### src/rtl/nrisc_exec_ctrl.sv
// nrisc_exec_ctrl: multi-cycle execute controller for a tiny 8-bit RISC.
// One instruction at a time walks IDLE -> READ -> EXEC -> (WRITE) -> IDLE.
// Ports:
//   clk, rst_n                     clock, async active-low reset
//   instr/instrValid/instrReady    instruction handshake ([7:4] op, [3:2] rs, [1:0] rt/imm)
//   readRegister1/2, readData1/2   register-file read port (rs, rt)
//   writeRegister/Data/Enable      register-file write port ({1'b0,rs})
//   busy, zeroFlag, carryFlag, illegal, instrCount   status
module nrisc_exec_ctrl (
  input  logic       clk,
  input  logic       rst_n,
  input  logic [7:0] instr,
  input  logic       instrValid,
  output logic       instrReady,
  output logic [1:0] readRegister1,
  output logic [1:0] readRegister2,
  input  logic [7:0] readData1,
  input  logic [7:0] readData2,
  output logic [2:0] writeRegister,
  output logic [7:0] writeData,
  output logic       writeEnable,
  output logic       busy,
  output logic       zeroFlag,
  output logic       carryFlag,
  output logic       illegal,
  output logic [7:0] instrCount
);

  typedef enum logic [1:0] {S_IDLE, S_READ, S_EXEC, S_WRITE} state_e;

  state_e     state_q, state_d;
  logic [7:0] instr_q, instr_d;
  logic [7:0] a_q, a_d, b_q, b_d;
  logic [7:0] result_q, result_d;
  logic       zero_q, zero_d, carry_q, carry_d, illegal_q, illegal_d;
  logic [7:0] count_q, count_d;

  // ALU decode of the latched instruction
  logic [3:0] op;
  logic [7:0] imm_ext;
  logic [8:0] sum9;
  logic [7:0] alu_res;
  logic       alu_writes, alu_reserved, carry_upd, carry_val;

  assign op      = instr_q[7:4];
  assign imm_ext = {{6{instr_q[1]}}, instr_q[1:0]};

  always_comb begin
    sum9         = '0;
    alu_res      = '0;
    alu_writes   = 1'b1;
    alu_reserved = 1'b0;
    carry_upd    = 1'b0;
    carry_val    = 1'b0;
    case (op)
      4'h0: alu_writes = 1'b0;
      4'h1: begin
        sum9      = {1'b0, a_q} + {1'b0, b_q};
        alu_res   = sum9[7:0];
        carry_upd = 1'b1;
        carry_val = sum9[8];
      end
      4'h2: begin
        alu_res   = a_q - b_q;
        carry_upd = 1'b1;
        carry_val = (a_q < b_q);  // borrow
      end
      4'h3: alu_res = a_q & b_q;
      4'h4: alu_res = a_q | b_q;
      4'h5: alu_res = a_q ^ b_q;
      4'h6: alu_res = b_q;
      4'h7: alu_res = ~b_q;
      4'h8: alu_res = {a_q[6:0], 1'b0};
      4'h9: alu_res = {1'b0, a_q[7:1]};
      4'hA: begin
        sum9      = {1'b0, a_q} + {1'b0, imm_ext};
        alu_res   = sum9[7:0];
        carry_upd = 1'b1;
        carry_val = sum9[8];
      end
      4'hB: alu_res = 8'h00;
      default: begin
        alu_writes   = 1'b0;
        alu_reserved = 1'b1;
      end
    endcase
  end

  // state register
  always_ff @(posedge clk or negedge rst_n) begin
    if (!rst_n) state_q <= S_IDLE;
    else        state_q <= state_d;
  end

  // next-state logic
  always_comb begin
    state_d = state_q;
    case (state_q)
      S_IDLE:  if (instrValid) state_d = S_READ;
      S_READ:  state_d = S_EXEC;
      S_EXEC:  state_d = alu_writes ? S_WRITE : S_IDLE;
      S_WRITE: state_d = S_IDLE;
      default: state_d = S_IDLE;
    endcase
  end

  // outputs decoded from state; read/write addresses come straight from the
  // latched instruction so they stay stable from READ through WRITE
  always_comb begin
    instrReady    = (state_q == S_IDLE);
    busy          = (state_q != S_IDLE);
    writeEnable   = (state_q == S_WRITE);
    readRegister1 = instr_q[3:2];
    readRegister2 = instr_q[1:0];
    writeRegister = {1'b0, instr_q[3:2]};
    writeData     = result_q;
    zeroFlag      = zero_q;
    carryFlag     = carry_q;
    illegal       = illegal_q;
    instrCount    = count_q;
  end

  // datapath next values
  always_comb begin
    instr_d   = instr_q;
    a_d       = a_q;
    b_d       = b_q;
    result_d  = result_q;
    zero_d    = zero_q;
    carry_d   = carry_q;
    illegal_d = illegal_q;
    count_d   = count_q;
    case (state_q)
      S_IDLE: if (instrValid) instr_d = instr;
      S_READ: begin
        // operands are frozen here, so rs==rd uses pre-write values
        a_d = readData1;
        b_d = readData2;
      end
      S_EXEC: begin
        if (alu_writes) begin
          result_d = alu_res;
          zero_d   = (alu_res == 8'h00);
        end else begin
          count_d = count_q + 8'd1;  // NOP/reserved retire here
        end
        if (carry_upd)    carry_d   = carry_val;
        if (alu_reserved) illegal_d = 1'b1;
      end
      S_WRITE: count_d = count_q + 8'd1;
      default: ;
    endcase
  end

  always_ff @(posedge clk or negedge rst_n) begin
    if (!rst_n) begin
      instr_q   <= '0;
      a_q       <= '0;
      b_q       <= '0;
      result_q  <= '0;
      zero_q    <= 1'b0;
      carry_q   <= 1'b0;
      illegal_q <= 1'b0;
      count_q   <= '0;
    end else begin
      instr_q   <= instr_d;
      a_q       <= a_d;
      b_q       <= b_d;
      result_q  <= result_d;
      zero_q    <= zero_d;
      carry_q   <= carry_d;
      illegal_q <= illegal_d;
      count_q   <= count_d;
    end
  end

endmodule

### config.mk
export PLATFORM = sky130hd
export DESIGN_NAME = nrisc_exec_ctrl
export DESIGN_NICKNAME = d
export VERILOG_FILES = /design/src/rtl/nrisc_exec_ctrl.sv
export SDC_FILE = /design/constraint.sdc
export NUM_CORES = 1
export LEC_CHECK = 0
export ABC_AREA = 1
export BUFFER_PORTS_ARGS = -buffer_cell sky130_fd_sc_hd__buf_4
export CAP_MARGIN = 40
export CORE_ASPECT_RATIO = 1.2
export CORE_MARGIN = 8
export CORE_UTILIZATION = 55
export CTS_BUF_LIST = sky130_fd_sc_hd__clkbuf_8
export CTS_CLUSTER_SIZE = 25
export DETAILED_ROUTE_END_ITERATION = 7
export GPL_ROUTABILITY_DRIVEN = 0
export GPL_TIMING_DRIVEN = 0
export PLACE_DENSITY = 0.77
export SLEW_MARGIN = 20
export SYNTH_ARGS = -nofsm -noshare
export SYNTH_HDL_FRONTEND = slang
export SYNTH_SLANG_ARGS = --single-unit
export TNS_END_PERCENT = 1
### constraint.sdc
create_clock -name clk -period 2.65 [get_ports clk]
set_clock_uncertainty 0.05 [all_clocks]
set_input_delay 0.53 -clock clk [delete_from_list [all_inputs] [get_ports clk]]
set_output_delay 0.53 -clock clk [all_outputs]
set_load 0.01 [all_outputs]
**Yosys cells after proc, flatten, opt, wreduce, memory -nomap -nowiden**

Index checks and enable logic that the tools add are counted.

- Add/sub/neg operators: 4
- Order comparisons: 1
- Eq/ne operators: 16
- Multiplexer cells: 9
- Bitwise gates (word level): 5
- Reductions and logical operators: 13

Operator list:

| operator | number |
|---|---|
| one-hot mux 8 bit (10 select lines) | 1 |
| adder 8 x 8 -> 9 bit | 2 |
| == test 4 x 3 -> 1 bit, second input constant | 4 |
| == test 4 bit, second input constant | 4 |
| one-hot mux 8 bit (2 select lines) | 1 |
| OR reduction 12 bit | 1 |
| OR reduction 11 bit | 1 |
| AND reduction 2 bit | 5 |
| adder 8 x 1 -> 8 bit, second input constant | 1 |
| AND 8 bit | 1 |
| == test 4 x 2 -> 1 bit, second input constant | 2 |
| logical NOT 8 bit | 1 |
| < comparator 8 bit | 1 |
| two-way mux 8 bit | 1 |
| NOT 8 bit | 1 |
| bitwise OR 8 bit | 1 |
| one-hot mux 2 bit (4 select lines) | 1 |
| subtractor 8 bit | 1 |
| bitwise XOR 8 bit | 1 |
| == test 2 bit, second input constant | 2 |
| == test 4 x 1 -> 1 bit, second input constant | 1 |
| logical NOT 4 bit | 1 |
| two-way mux 2 bit | 2 |
| inequality test 2 bit, second input constant | 2 |
| 7 further kinds | 9 |

- Register bits after elaboration: 45
- Bits of input ports: 27
- Logic and storage cells: 57

**Longest topological paths before layout**

- Depth after elaboration: 5
- Mapped depth: 14

**Worst setup path before layout**

Ideal clock, no wire load.

- Kind: reg-to-reg
- Start point: reg a_q[0]
- End point: reg zero_q, in the netlist zeroFlag
- Library setup time: 65 ps
- Data arrival time: 1798 ps
- Setup slack: 737 ps
- Stages on the path, launching flop included: 14
- Buffers on the path: 0
- Path through: dfrtp_1 -> inv_1 -> ha_1 -> fa_1 -> inv_1 -> nand3_1 -> nand2_1 -> nor2_1 -> nand3_1 -> nor2_1 -> nand3_1 -> nor2_1 -> nand4_1 -> nand2_1

- Longest elaborated chain between the ends: 3

Ends and longest elaborated chain:

| element | line | RTL |
|---|---|---|
| from (decl) | 33 | `logic [7:0] a_q, a_d, b_q, b_d;` |
| from (signal assigned) | 158 | `a_q <= '0;` |
| from (signal assigned) | 167 | `a_q <= a_d;` |
| adder 8 x 8 -> 9 bit (tied with other cells) | 76 | `sum9 = {1'b0, a_q} + {1'b0, imm_ext};` |
| one-hot mux 8 bit (10 select lines) (*) | 55 | `case (op)` |
| logical NOT 8 bit (*) | 143 | `zero_d = (alu_res == 8'h00);` |
| to (signal assigned) | 170 | `zero_q <= zero_d;` |
| to (decl) | 35 | `logic zero_q, zero_d, carry_q, carry_d, illegal_q, illegal_d;` |

Every way passes the cells marked *; elsewhere a longest branch is shown, timed or not.
A chain may end at the register's enable or synchronous reset.

**Worst setup path after layout**

- Start point: reg a_q[1]
- End point: reg zero_q, in the netlist zeroFlag

Same word-level chain as after synthesis.

==> key figures <==
Outcome
  • Status: finished, final reports clean

Floorplan
  • Die Ht: between 100 and 150 um
  • Die span in x: between 90 and 100 um
  • I/O pin count: 56
  • Row Count: 33
  • Initial Util: 55.5%
  • Core footprint: 6690 um2
  • Die area: around 9700 um2

CTS
  • Num Clock Sinks: 45
  • Clock Pin Slew Worst Setup and Hold Paths: 90 ps
  • Resized cells post-CTS: 0
  • Max clock buf depth: 2
  • H-tree depth: 2
  • CTS root buf: clkbuf_8
  • Hold Buf Count CTS: 0
  • Post-CTS Setup Inserts: 0
  • CTS tree: done
  • Clk Latency, worst-skew pair: approximately 310 ps
  • CTS Buf Count: 5

GRT
  • Initial antenna violation count: 0
  • First-pass GRT wire length: about 17000 um
  • GRT overflow: 0
  • GRT Util Overall: 20.7%
  • Maximum number of pins on one net before global-route repair: 46
  • Number of global-route vias before repair: about 3600

Timing
  • Slew headroom: around three fifths
  • Fin crit period: between 2000 and 2500 ps
  • Tcrit/Tclk final: between 80% and 90%
  • FMAX: 0.419 GHz
  • Setup TNS: 0 ps
  • Worst-Margin Slew: 574 ps
  • Final setup violation count: 0
  • Final hold vios: 0
  • Max Transition Viols Final: 0
  • RSZ-0062 raised after global routing: no

Drt
  • Final ANT Viol Nets: 0
  • Iteration count of the initial detailed-routing pass: 5
  • DR WL/cell: 14.7 um
  • Drt initial violations: about 290
  • Vias: approximately 3600
  • Routed vias/inst: around 5.4
  • DRC: 0
  • DRT Wirelength: between 9000 and 10000 um

Placement
  • IO buf count: 54
  • Placed wire-length estimate: about 8000 um

Synthesis
  • Cells after synthesis: between 500 and 600
  • Commonest cells in the netlist: 134 x nand2_1, 62 x nor2_1, 58 x inv_1, 54 x nand3_1, 45 x dfrtp_1
  • Syn Std Cell Area: 3710 um2
  • Sequential area share after synthesis: between 30% and 40%
  • Syn Area/Cell: between 7 and 8 um2
  • Synth unique cells: 39
  • Ranking of synthesized cells by area: dfrtp_1 30%, nand2_1 14%, ha_1 11%
  • Post-synth top area cell: dfrtp_1
  • Syn. warnings: 0
  • Count leader, synth: nand2_1
  • Post-synth EDFFs: 0
  • Prevailing post-synth register cell: dfrtp_1
  • Fraction of registers with async set/reset: 100%
  • Synth top area share: approximately 30%
  • Syn_nets: ~590
  • Yosys reg bits: between 40 and 50

Setup path
  • Worst r2r src: a_q[1]
  • Reg-to-reg setup timing slack: between 200 and 300 ps
  • CP arrival: between 2000 and 3000 ps
  • Required @ worst endpoint: approximately 2900 ps
  • Crit path kind: reg2reg
  • Critical Path Fanout Max: 6
  • Crit path launch type: flip-flop
  • R2r endpoint: zeroFlag
  • Worst R2R Path Depth: 12
  • Crit end category: flip-flop

Final layout
  • Antenna Cells: 0
  • Nets: 649
  • Share of cells above drive strength 1: between 15 and 20%
  • Syn-to-layout area delta: 16.2%

Worst hold path
  • Hold Crit Class: in2async

Flow run
  • Max-cap viol count: 0

Power and ir drop
  • Peak VDD IR: around 0.75 mV
  • Pleak: 2.35 nW
  • Pwr Density: 1340 nW/um2
  • Total power: between 5 and 6 mW
[worst max-delay path, cell delays in order (launching register included)]
cell and delay [ps]:
dfrtp_1 540, inv_1 250, fa_1 490, xnor2_1 150
nand2_1 60, nand2_1 60, nor2_1 130, nand3_1 130
nor2_2 120, nand3_1 80, nor2_1 110, nand4_1 90
nand2_1 70
[per-layer routing]
metal  vias to the layer above  wire length [um]  global-route usage, %
met2                       120              4920                   36.0
met4                         0               479                   12.0
li1                       1802                 -                      -
met3                        41               442                   2.75
met5                         -                 0                      0
met1                      1675              4100                   23.8
[stage by stage]
step | worst slack (ps) | std cells | cell area, um2 | utilization [%] | hold slack, ps
finish | 266 | 674 | 4320 | 64.5 | 158
floorplan | 737 | 525 | 3710 | - | 184
global placement | 382 | 666 | 4230 | 63.2 | 407
CTS | 326 | 674 | 4320 | 64.5 | 190
global route | 81.2 | 674 | 4320 | 64.5 | 225
detailed placement | 361 | 666 | 4230 | 63.2 | 408
[power breakdown]
part / leakage (nW) / internal (mW) / switching, mW
registers: 0.532 / 0.972 / 0.325
clock network: 0.0416 / 0.183 / 0.259
logic: 1.78 / 1.55 / 2.52
total: 2.35 / 2.70 / 3.10
[logic make-up after synthesis]
group                    synth area share (%)
other                                   0.101
multiplexers                             1.21
flip-flops                               30.3
adder cells (fa/ha/maj)                  12.7
XOR/XNOR                                 2.12
buffers and inverters                    9.40
AO/OA/AOI/OAI                            9.83
AND/OR/NAND/NOR                          34.3
[worst max path at each step]
stage | from | to | slack (ps) | cells past startpoint
final | a_q[1] | zeroFlag | 270 | 12
after global routing | a_q[1] | zeroFlag | 80 | 13
after CTS | a_q[1] | zeroFlag | 330 | 12
after detailed placement | a_q[1] | zeroFlag | 360 | 12
after global placement | a_q[1] | zeroFlag | 380 | 13
after floorplan | a_q[0] | zeroFlag | 740 | 13
[area by class of cell]
class                   count  area, um2
fillers                   647       2370
multi-input cells         400       2240
flip-flops and latches     45       1130
repair buffers             54        405
inverters                  62        233
plain buffers              18        116
well taps                  87        109
clock buffers               5       68.8
clock inverters             3       18.8
[cells in the final DEF (no fill, tap or decap), types with 3 or more instances in the layout]
master    Yosys  final
clkbuf_8      0      5
inv_2         4      4
inv_1        58     59
nand3b_1      7      7
nand4_1       7      7
nand2_1     134    134
nand3_1      54     54
nor3_1        5      5
buf_2         3      3
xor2_1        7      7
a21oi_1      39     39
dfrtp_1      45     45
ha_1         33     33
mux2_2        4      4
buf_4        10     64
o21ai_0      12     12
nor2_1       62     62
nor2_2        3      3
fa_1          3      3
nor2_4        3      3
clkbuf_1      3      3
[sequential cells by signal (all words and copies together), names as in the netlist]
name / flops
zeroFlag: 1
instrCount: 8
writeData: 8
carryFlag: 1
illegal: 1
b_q: 8
a_q: 8
instr_q: 8
state_q: 2
No activity file was read; power rests on OpenSTA's default activity.
